--- src/rtl/gb_ppu_pkg.sv ---
// Shared PPU definitions: sprite-fetch FSM encoding, OAM attribute bit positions,
// sprite FIFO slot layout and the tile-row pixel extraction helper.
package gb_ppu_pkg;

  localparam int OAM_SETTLE = 2;
  localparam int FIFO_DEPTH = 8;
  localparam int CNT_W      = (OAM_SETTLE > 1) ? $clog2(OAM_SETTLE) : 1;

  localparam int ATTR_PRIO   = 7;
  localparam int ATTR_YFLIP  = 6;
  localparam int ATTR_XFLIP  = 5;
  localparam int ATTR_DMGPAL = 4;
  localparam int ATTR_BANK   = 3;

  typedef enum logic [2:0] {
    ST_IDLE   = 3'd0,
    ST_SETTLE = 3'd1,
    ST_RD_LO  = 3'd2,
    ST_RD_HI  = 3'd3,
    ST_MERGE  = 3'd4,
    ST_DONE   = 3'd5
  } fetch_state_t;

  typedef struct packed {
    logic [1:0] color;
    logic [2:0] pal;
    logic       dmgpal;
    logic       prio;
    logic [3:0] index;
  } spr_slot_t;

  // Pixel p counts from the left; without X-flip the leftmost pixel is bit 7.
  function automatic logic [1:0] pixel_color(input logic [7:0] lo, input logic [7:0] hi,
                                             input logic xflip, input logic [2:0] p);
    logic [2:0] b;
    b = xflip ? p : (3'd7 - p);
    return {hi[b], lo[b]};
  endfunction

endpackage

--- src/rtl/sprite_pixel_fifo.sv ---
// Eight-slot sprite pixel store: shift toward the mixer, then priority-merge a fetched
// tile row into the post-shift slots.
module sprite_pixel_fifo
  import gb_ppu_pkg::*;
(
  input  logic       clk,
  input  logic       reset,
  input  logic       ce,
  input  logic       clear,
  input  logic       shift,
  input  logic       merge,
  input  logic       isGBC,
  input  logic [7:0] lo,
  input  logic [7:0] hi,
  input  logic       xflip,
  input  logic [2:0] pal,
  input  logic       dmgpal,
  input  logic       prio,
  input  logic [3:0] index,
  output spr_slot_t  head
);

  spr_slot_t slots   [FIFO_DEPTH];
  spr_slot_t shifted [FIFO_DEPTH];
  spr_slot_t nxt     [FIFO_DEPTH];
  logic [1:0] new_color [FIFO_DEPTH];

  always_comb begin
    for (int i = 0; i < FIFO_DEPTH; i++) begin
      shifted[i]   = slots[i];
      new_color[i] = pixel_color(lo, hi, xflip, 3'(i));
    end
    if (shift) begin
      for (int i = 0; i < FIFO_DEPTH - 1; i++) shifted[i] = slots[i + 1];
      shifted[FIFO_DEPTH - 1] = '0;
    end
    for (int i = 0; i < FIFO_DEPTH; i++) begin
      nxt[i] = shifted[i];
      // DMG keeps the earlier opaque pixel; CGB lets a lower OAM index win.
      if (merge && ((shifted[i].color == 2'd0) ||
                    (isGBC && (index < shifted[i].index) && (new_color[i] != 2'd0)))) begin
        nxt[i].color  = new_color[i];
        nxt[i].pal    = pal;
        nxt[i].dmgpal = dmgpal;
        nxt[i].prio   = prio;
        nxt[i].index  = index;
      end
    end
  end

  always_ff @(posedge clk) begin
    if (reset) begin
      for (int i = 0; i < FIFO_DEPTH; i++) slots[i] <= '0;
    end else if (ce) begin
      if (clear) begin
        for (int i = 0; i < FIFO_DEPTH; i++) slots[i] <= '0;
      end else begin
        for (int i = 0; i < FIFO_DEPTH; i++) slots[i] <= nxt[i];
      end
    end
  end

  assign head = slots[0];

endmodule

--- src/rtl/sprite_fetcher.sv ---
// Sprite tile-row fetcher: waits for OAM to settle and VRAM to be free, reads both
// bit-planes, merges eight pixels into the sprite FIFO and handshakes completion.
//
//  state  | meaning
//  IDLE   | no request; outputs low
//  SETTLE | waiting OAM_SETTLE ce for addr/attr, then for bg_fetch_idle
//  RD_LO  | reading plane 0
//  RD_HI  | latching plane 0, reading plane 1
//  MERGE  | plane 1 on vram_data; write FIFO
//  DONE   | sprite_fetch_done high until request drops
module sprite_fetcher
  import gb_ppu_pkg::*;
(
  input  logic        clk,
  input  logic        reset,
  input  logic        ce,
  input  logic        lcd_on,
  input  logic        isGBC,
  input  logic        line_start,
  input  logic        sprite_fetch,
  input  logic [10:0] sprite_addr,
  input  logic [7:0]  sprite_attr,
  input  logic [3:0]  sprite_index,
  input  logic        bg_fetch_idle,
  output logic        sprite_fetch_done,
  output logic        sprite_busy,
  output logic        vram_rd,
  output logic [12:0] vram_addr,
  output logic        vram_bank,
  input  logic [7:0]  vram_data,
  input  logic        spr_shift,
  output logic [1:0]  spr_pix_color,
  output logic [2:0]  spr_pix_pal,
  output logic        spr_pix_dmgpal,
  output logic        spr_pix_prio
);

  localparam logic [CNT_W-1:0] SETTLE_LAST = CNT_W'(OAM_SETTLE - 1);

  fetch_state_t     state;
  logic [CNT_W-1:0] settle_cnt;
  logic [10:0]      addr_q;
  logic             xflip_q;
  logic [2:0]       pal_q;
  logic             dmgpal_q;
  logic             prio_q;
  logic [3:0]       index_q;
  logic [7:0]       lo_q;
  logic             merge_en;
  logic             yflip_unused;
  spr_slot_t        head;

  // Y-flip is already folded into sprite_addr by OAM evaluation.
  assign yflip_unused = sprite_attr[ATTR_YFLIP];

  always_ff @(posedge clk) begin
    if (reset) begin
      state             <= ST_IDLE;
      settle_cnt        <= '0;
      addr_q            <= '0;
      xflip_q           <= 1'b0;
      pal_q             <= '0;
      dmgpal_q          <= 1'b0;
      prio_q            <= 1'b0;
      index_q           <= '0;
      lo_q              <= '0;
      sprite_busy       <= 1'b0;
      sprite_fetch_done <= 1'b0;
      vram_rd           <= 1'b0;
      vram_addr         <= '0;
      vram_bank         <= 1'b0;
    end else if (ce) begin
      if (!lcd_on || !sprite_fetch) begin
        state             <= ST_IDLE;
        settle_cnt        <= '0;
        sprite_busy       <= 1'b0;
        sprite_fetch_done <= 1'b0;
        vram_rd           <= 1'b0;
        vram_addr         <= '0;
        vram_bank         <= 1'b0;
      end else begin
        case (state)
          ST_IDLE: begin
            state       <= ST_SETTLE;
            settle_cnt  <= '0;
            sprite_busy <= 1'b1;
          end
          ST_SETTLE: begin
            if (settle_cnt == SETTLE_LAST) begin
              if (bg_fetch_idle) begin
                addr_q    <= sprite_addr;
                xflip_q   <= sprite_attr[ATTR_XFLIP];
                pal_q     <= sprite_attr[2:0];
                dmgpal_q  <= sprite_attr[ATTR_DMGPAL];
                prio_q    <= sprite_attr[ATTR_PRIO];
                index_q   <= sprite_index;
                state     <= ST_RD_LO;
                vram_rd   <= 1'b1;
                vram_addr <= {1'b0, sprite_addr, 1'b0};
                vram_bank <= sprite_attr[ATTR_BANK] & isGBC;
              end
            end else begin
              settle_cnt <= settle_cnt + 1'b1;
            end
          end
          ST_RD_LO: begin
            state     <= ST_RD_HI;
            vram_addr <= {1'b0, addr_q, 1'b1};
          end
          ST_RD_HI: begin
            lo_q      <= vram_data;
            state     <= ST_MERGE;
            vram_rd   <= 1'b0;
            vram_addr <= '0;
            vram_bank <= 1'b0;
          end
          ST_MERGE: begin
            state             <= ST_DONE;
            sprite_fetch_done <= 1'b1;
          end
          ST_DONE: begin
            state <= ST_DONE;
          end
          default: begin
            state       <= ST_IDLE;
            sprite_busy <= 1'b0;
          end
        endcase
      end
    end
  end

  // An abort on the MERGE ce must leave the FIFO untouched.
  assign merge_en = lcd_on && sprite_fetch && (state == ST_MERGE);

  sprite_pixel_fifo u_fifo (
    .clk    (clk),
    .reset  (reset),
    .ce     (ce),
    .clear  (!lcd_on || line_start),
    .shift  (spr_shift),
    .merge  (merge_en),
    .isGBC  (isGBC),
    .lo     (lo_q),
    .hi     (vram_data),
    .xflip  (xflip_q),
    .pal    (pal_q),
    .dmgpal (dmgpal_q),
    .prio   (prio_q),
    .index  (index_q),
    .head   (head)
  );

  assign spr_pix_color  = head.color;
  assign spr_pix_pal    = head.pal;
  assign spr_pix_dmgpal = head.dmgpal;
  assign spr_pix_prio   = head.prio;

endmodule
--- config.mk ---
export PLATFORM = sky130hd
export DESIGN_NAME = sprite_fetcher
export DESIGN_NICKNAME = d
export VERILOG_FILES = /design/src/rtl/gb_ppu_pkg.sv /design/src/rtl/sprite_pixel_fifo.sv /design/src/rtl/sprite_fetcher.sv
export SDC_FILE = /design/constraint.sdc
export NUM_CORES = 1
export LEC_CHECK = 0
export CORE_MARGIN = 1
export CORE_UTILIZATION = 30
export DETAILED_ROUTE_END_ITERATION = 8
export GPL_ROUTABILITY_DRIVEN = 0
export SLEW_MARGIN = 40
export SYNTH_ARGS = -nofsm -noshare
export SYNTH_HDL_FRONTEND = slang
export SYNTH_SLANG_ARGS = --single-unit
--- constraint.sdc ---
create_clock -name clk -period 4.4 [get_ports clk]
set_input_delay 0.44 -clock clk [delete_from_list [all_inputs] [get_ports clk]]
set_output_delay 0.44 -clock clk [all_outputs]
set_load 0.005 [all_outputs]
==> flow_metrics.tcl <==
set metrics [dict create \
    cts_sinks 137 \
    ctsHoldBuffers 0 \
    core_um2 24600 \
    total_power_mw 3.13 \
    crit_end "u_fifo.slots[3][9]$_SDFFCE_PN0P_" \
    status "completed" \
    synthFlopType "edfxtp_1" \
    clk_pin_slew_worst_paths_ps 70 \
    clockBufferDepth 2 \
    grt_pass1_wl_um 32500 \
    setup_viol_count_final 0 \
    period_share_pct 68.9 \
    max-slew-margin-rel_pct 48.8 \
    synth_area_leaders "edfxtp_1 30%, dfxtp_1 16%, mux2i_1 10%" \
    p_per_area_nw_per_um2 345 \
    ys_seq_area_share_pct 46.1 \
    fin_nets 866 \
    row_count 57 \
    synth_top_area_share_pct 30.4 \
    r2r-start "index_q[2]$_SDFFE_PP0P_" \
    syn_nets 833 \
    path_max_fanout 48 \
    drt_drc_violations_left 0 \
    nFillCells 2472 \
    dp_hpwl_um 13800 \
    synthTopCellsByCount "78 x mux2i_1, 77 x edfxtp_1, 77 x nand2_1" \
    finalCriticalPeriod_ps 3030 \
    power_leakage_nw 3.31 \
    cts_resized 0 \
    synth_cells 769 \
    endpoint_kind "flip-flop" \
    gr-total-overflow 0 \
    grt_pass1_vias 5820 \
    fin_skew_ps 8.03 \
    yosysTopAreaCell "edfxtp_1" \
    netlist_area_um2 7620 \
    grt_max_degree 50 \
    yosysUniqueCellTypes 61 \
    r2r_slack_ps 1410 \
    fin_setup_tns_ps 0 \
    ant_nets 0 \
    insertion_delay_ps 430 \
    cts_setup_buffers 0 \
    track_usage_pct 16.1 \
    crit_start "spr_shift" \
    die_w_um 161 \
    crit_slowest_cell "buf_4" \
    critPathMaxStageDelay_ps 550 \
    drt-pass1-iter-count 6 \
    drt-initial-drc-count 400 \
    crit_buf_inv 3 \
    cts_tree "built" \
    avgSynthCellArea_um2 9.91 \
    routed_wl_um 20200 \
    rr_worst_depth 6 \
    layout-area-overhead-vs-synth_pct 19.2 \
    synth.most_common_cell "mux2i_1" \
    synth_seq_cells 137 \
    antenna_found_initial 0 \
    postSynth.asyncResetShare_pct 0 \
    num_vias 6142 \
    crit_chain "buf_4 -> buf_4 -> mux2i_1 -> ha_1 -> a2111oi_0 -> a21oi_1 -> buf_4 -> a2111oi_0 -> a211oi_1" \
    rsz0062_at_grt "no" \
    hold_viol 0 \
    ys_warn_count 0 \
    vias_per_cell 5.39 \
    startpoint_type "input port" \
    hold_class "in -> reg" \
    cap_violations 0 \
    portBuffers 61 \
    r2r_end "u_fifo.slots[7][8]$_SDFFCE_PN0P_" \
    cp.required_ps 4560 \
    ios 64 \
    crit_type "in -> reg" \
    ctsHtreeMaxLevel 4 \
    initial_core_util_pct 31.0 \
    critical_path.top_delay_family "compound AO/OA/AOI/OAI gates" \
    diodes 0 \
    synth_edf_count 77 \
    cts_root_buffer "clkbuf_16" \
    die-area_um2 26000 \
    worst-path-stages 9 \
    cp_common_cell "buf_4" \
    drive_gt1_share_pct 9.08 \
    fmax_mhz 330 \
    die_h_um 161 \
    tightest_slew_ps 768 \
    wire_per_inst_um 17.8 \
    critPathArrivalTime_ps 3190 \
    report.final.slew_viol_count 0 \
    cts_made_buffers 17 \
    ir_drop_mv 0.246 \
]
==> worst register-to-register path: cells and delay by family (launching register included) <==
kind            cells  cell delay, ps
simple gates        1             510
compound gates      4            1020
fa+ha+maj           1             360
flops               1             740
==> cell type report <==
class	instances	area (um2)	area share [%]
sequential	137	3510	38.7
clock inverter	13	124	1.36
inverter	5	18.8	0.207
timing repair buffer	85	783	8.63
tap	324	405	4.47
clock buffer	19	475	5.24
multi-input combinational	556	3760	41.4
==> cells in the final DEF (no fill, tap or decap), types with 6 or more instances in the layout <==
master and n:
a2111oi_0 14, a211oi_1 33, a21oi_1 54, a221oi_1 9, buf_4 25, clkbuf_16 19
clkdlybuf4s50_1 59, dfxtp_1 60, edfxtp_1 77, ha_1 24, inv_8 6, mux2i_1 78
nand2_1 77, nand2b_1 12, nand3_1 34, nor2_1 29, nor2b_1 11, nor3_1 43
o21a_1 13, o21ai_0 28, o221ai_1 7, o31ai_1 6, or3_1 16
==> cells by family after synthesis <==
family,after synthesis,synth area share [%]
adders and majority gates,24,3.94
and+or+nand+nor,247,16.1
other,1,0.0492
muxes,80,10.5
AOI/OAI and AO/OA,204,18.4
DFF,137,46.1
buffers and inverters,76,4.78
==> through the flow <==
| step | instances | hold WS [ps] | instance area [um2] | setup WS (ps) | utilization (%) |
|---|---|---|---|---|---|
| 2_1_floorplan | 769 | 424 | 7620 | 1040 | - |
| 5_1_grt | 1139 | 448 | 9080 | 1140 | 36.9 |
| 6_report | 1139 | 440 | 9080 | 1370 | 36.9 |
| 3_3_place_gp | 1106 | 439 | 8460 | 807 | 34.4 |
| 3_5_place_dp | 1106 | 447 | 8470 | 745 | 34.4 |
| 4_1_cts | 1138 | 432 | 9070 | 1200 | 36.8 |
==> per-layer routing <==
metal | vias up | global-route usage (%) | part of all wire (%)
li1 | 2991 | - | -
met1 | 2985 | 22.9 | 49
met2 | 153 | 23.9 | 45
met3 | 13 | 4.13 | 5.4
met4 | 0 | 4.29 | 0.68
met5 | - | 0 | 0
==> how the worst min path moves through the flow <==
stage	startpoint	to	slack, ps	cells after the start
5_1_grt	reset	sprite_busy$_SDFFE_PP0P_	450	2
4_1_cts	reset	sprite_busy$_SDFFE_PP0P_	430	2
3_3_place_gp	addr_q[4]$_SDFFE_PP0P_	addr_q[4]$_SDFFE_PP0P_	440	2
2_1_floorplan	u_fifo.slots[0][0]$_SDFFE_PP0P_	u_fifo.slots[0][0]$_SDFFE_PP0P_	420	2
6_report	reset	sprite_busy$_SDFFE_PP0P_	440	2
3_5_place_dp	addr_q[4]$_SDFFE_PP0P_	addr_q[4]$_SDFFE_PP0P_	450	2
==> sequential cells by signal, indices dropped and copies added (netlist names) <==
name / cells
state: 3
vram_addr: 12
sprite_busy: 1
lo_q: 8
prio_q: 1
addr_q: 11
pal_q: 3
dmgpal_q: 1
vram_rd: 1
sprite_fetch_done: 1
xflip_q: 1
index_q: 4
vram_bank: 1
u_fifo.slots: 88
settle_cnt: 1
==> power by group <==
| part | switching [mW] | internal [mW] |
|---|---|---|
| Sequential | 0.0270 | 1.39 |
| Combinational | 0.145 | 0.112 |
| Clock | 0.640 | 0.818 |
No activity file was read; power rests on OpenSTA's default activity.
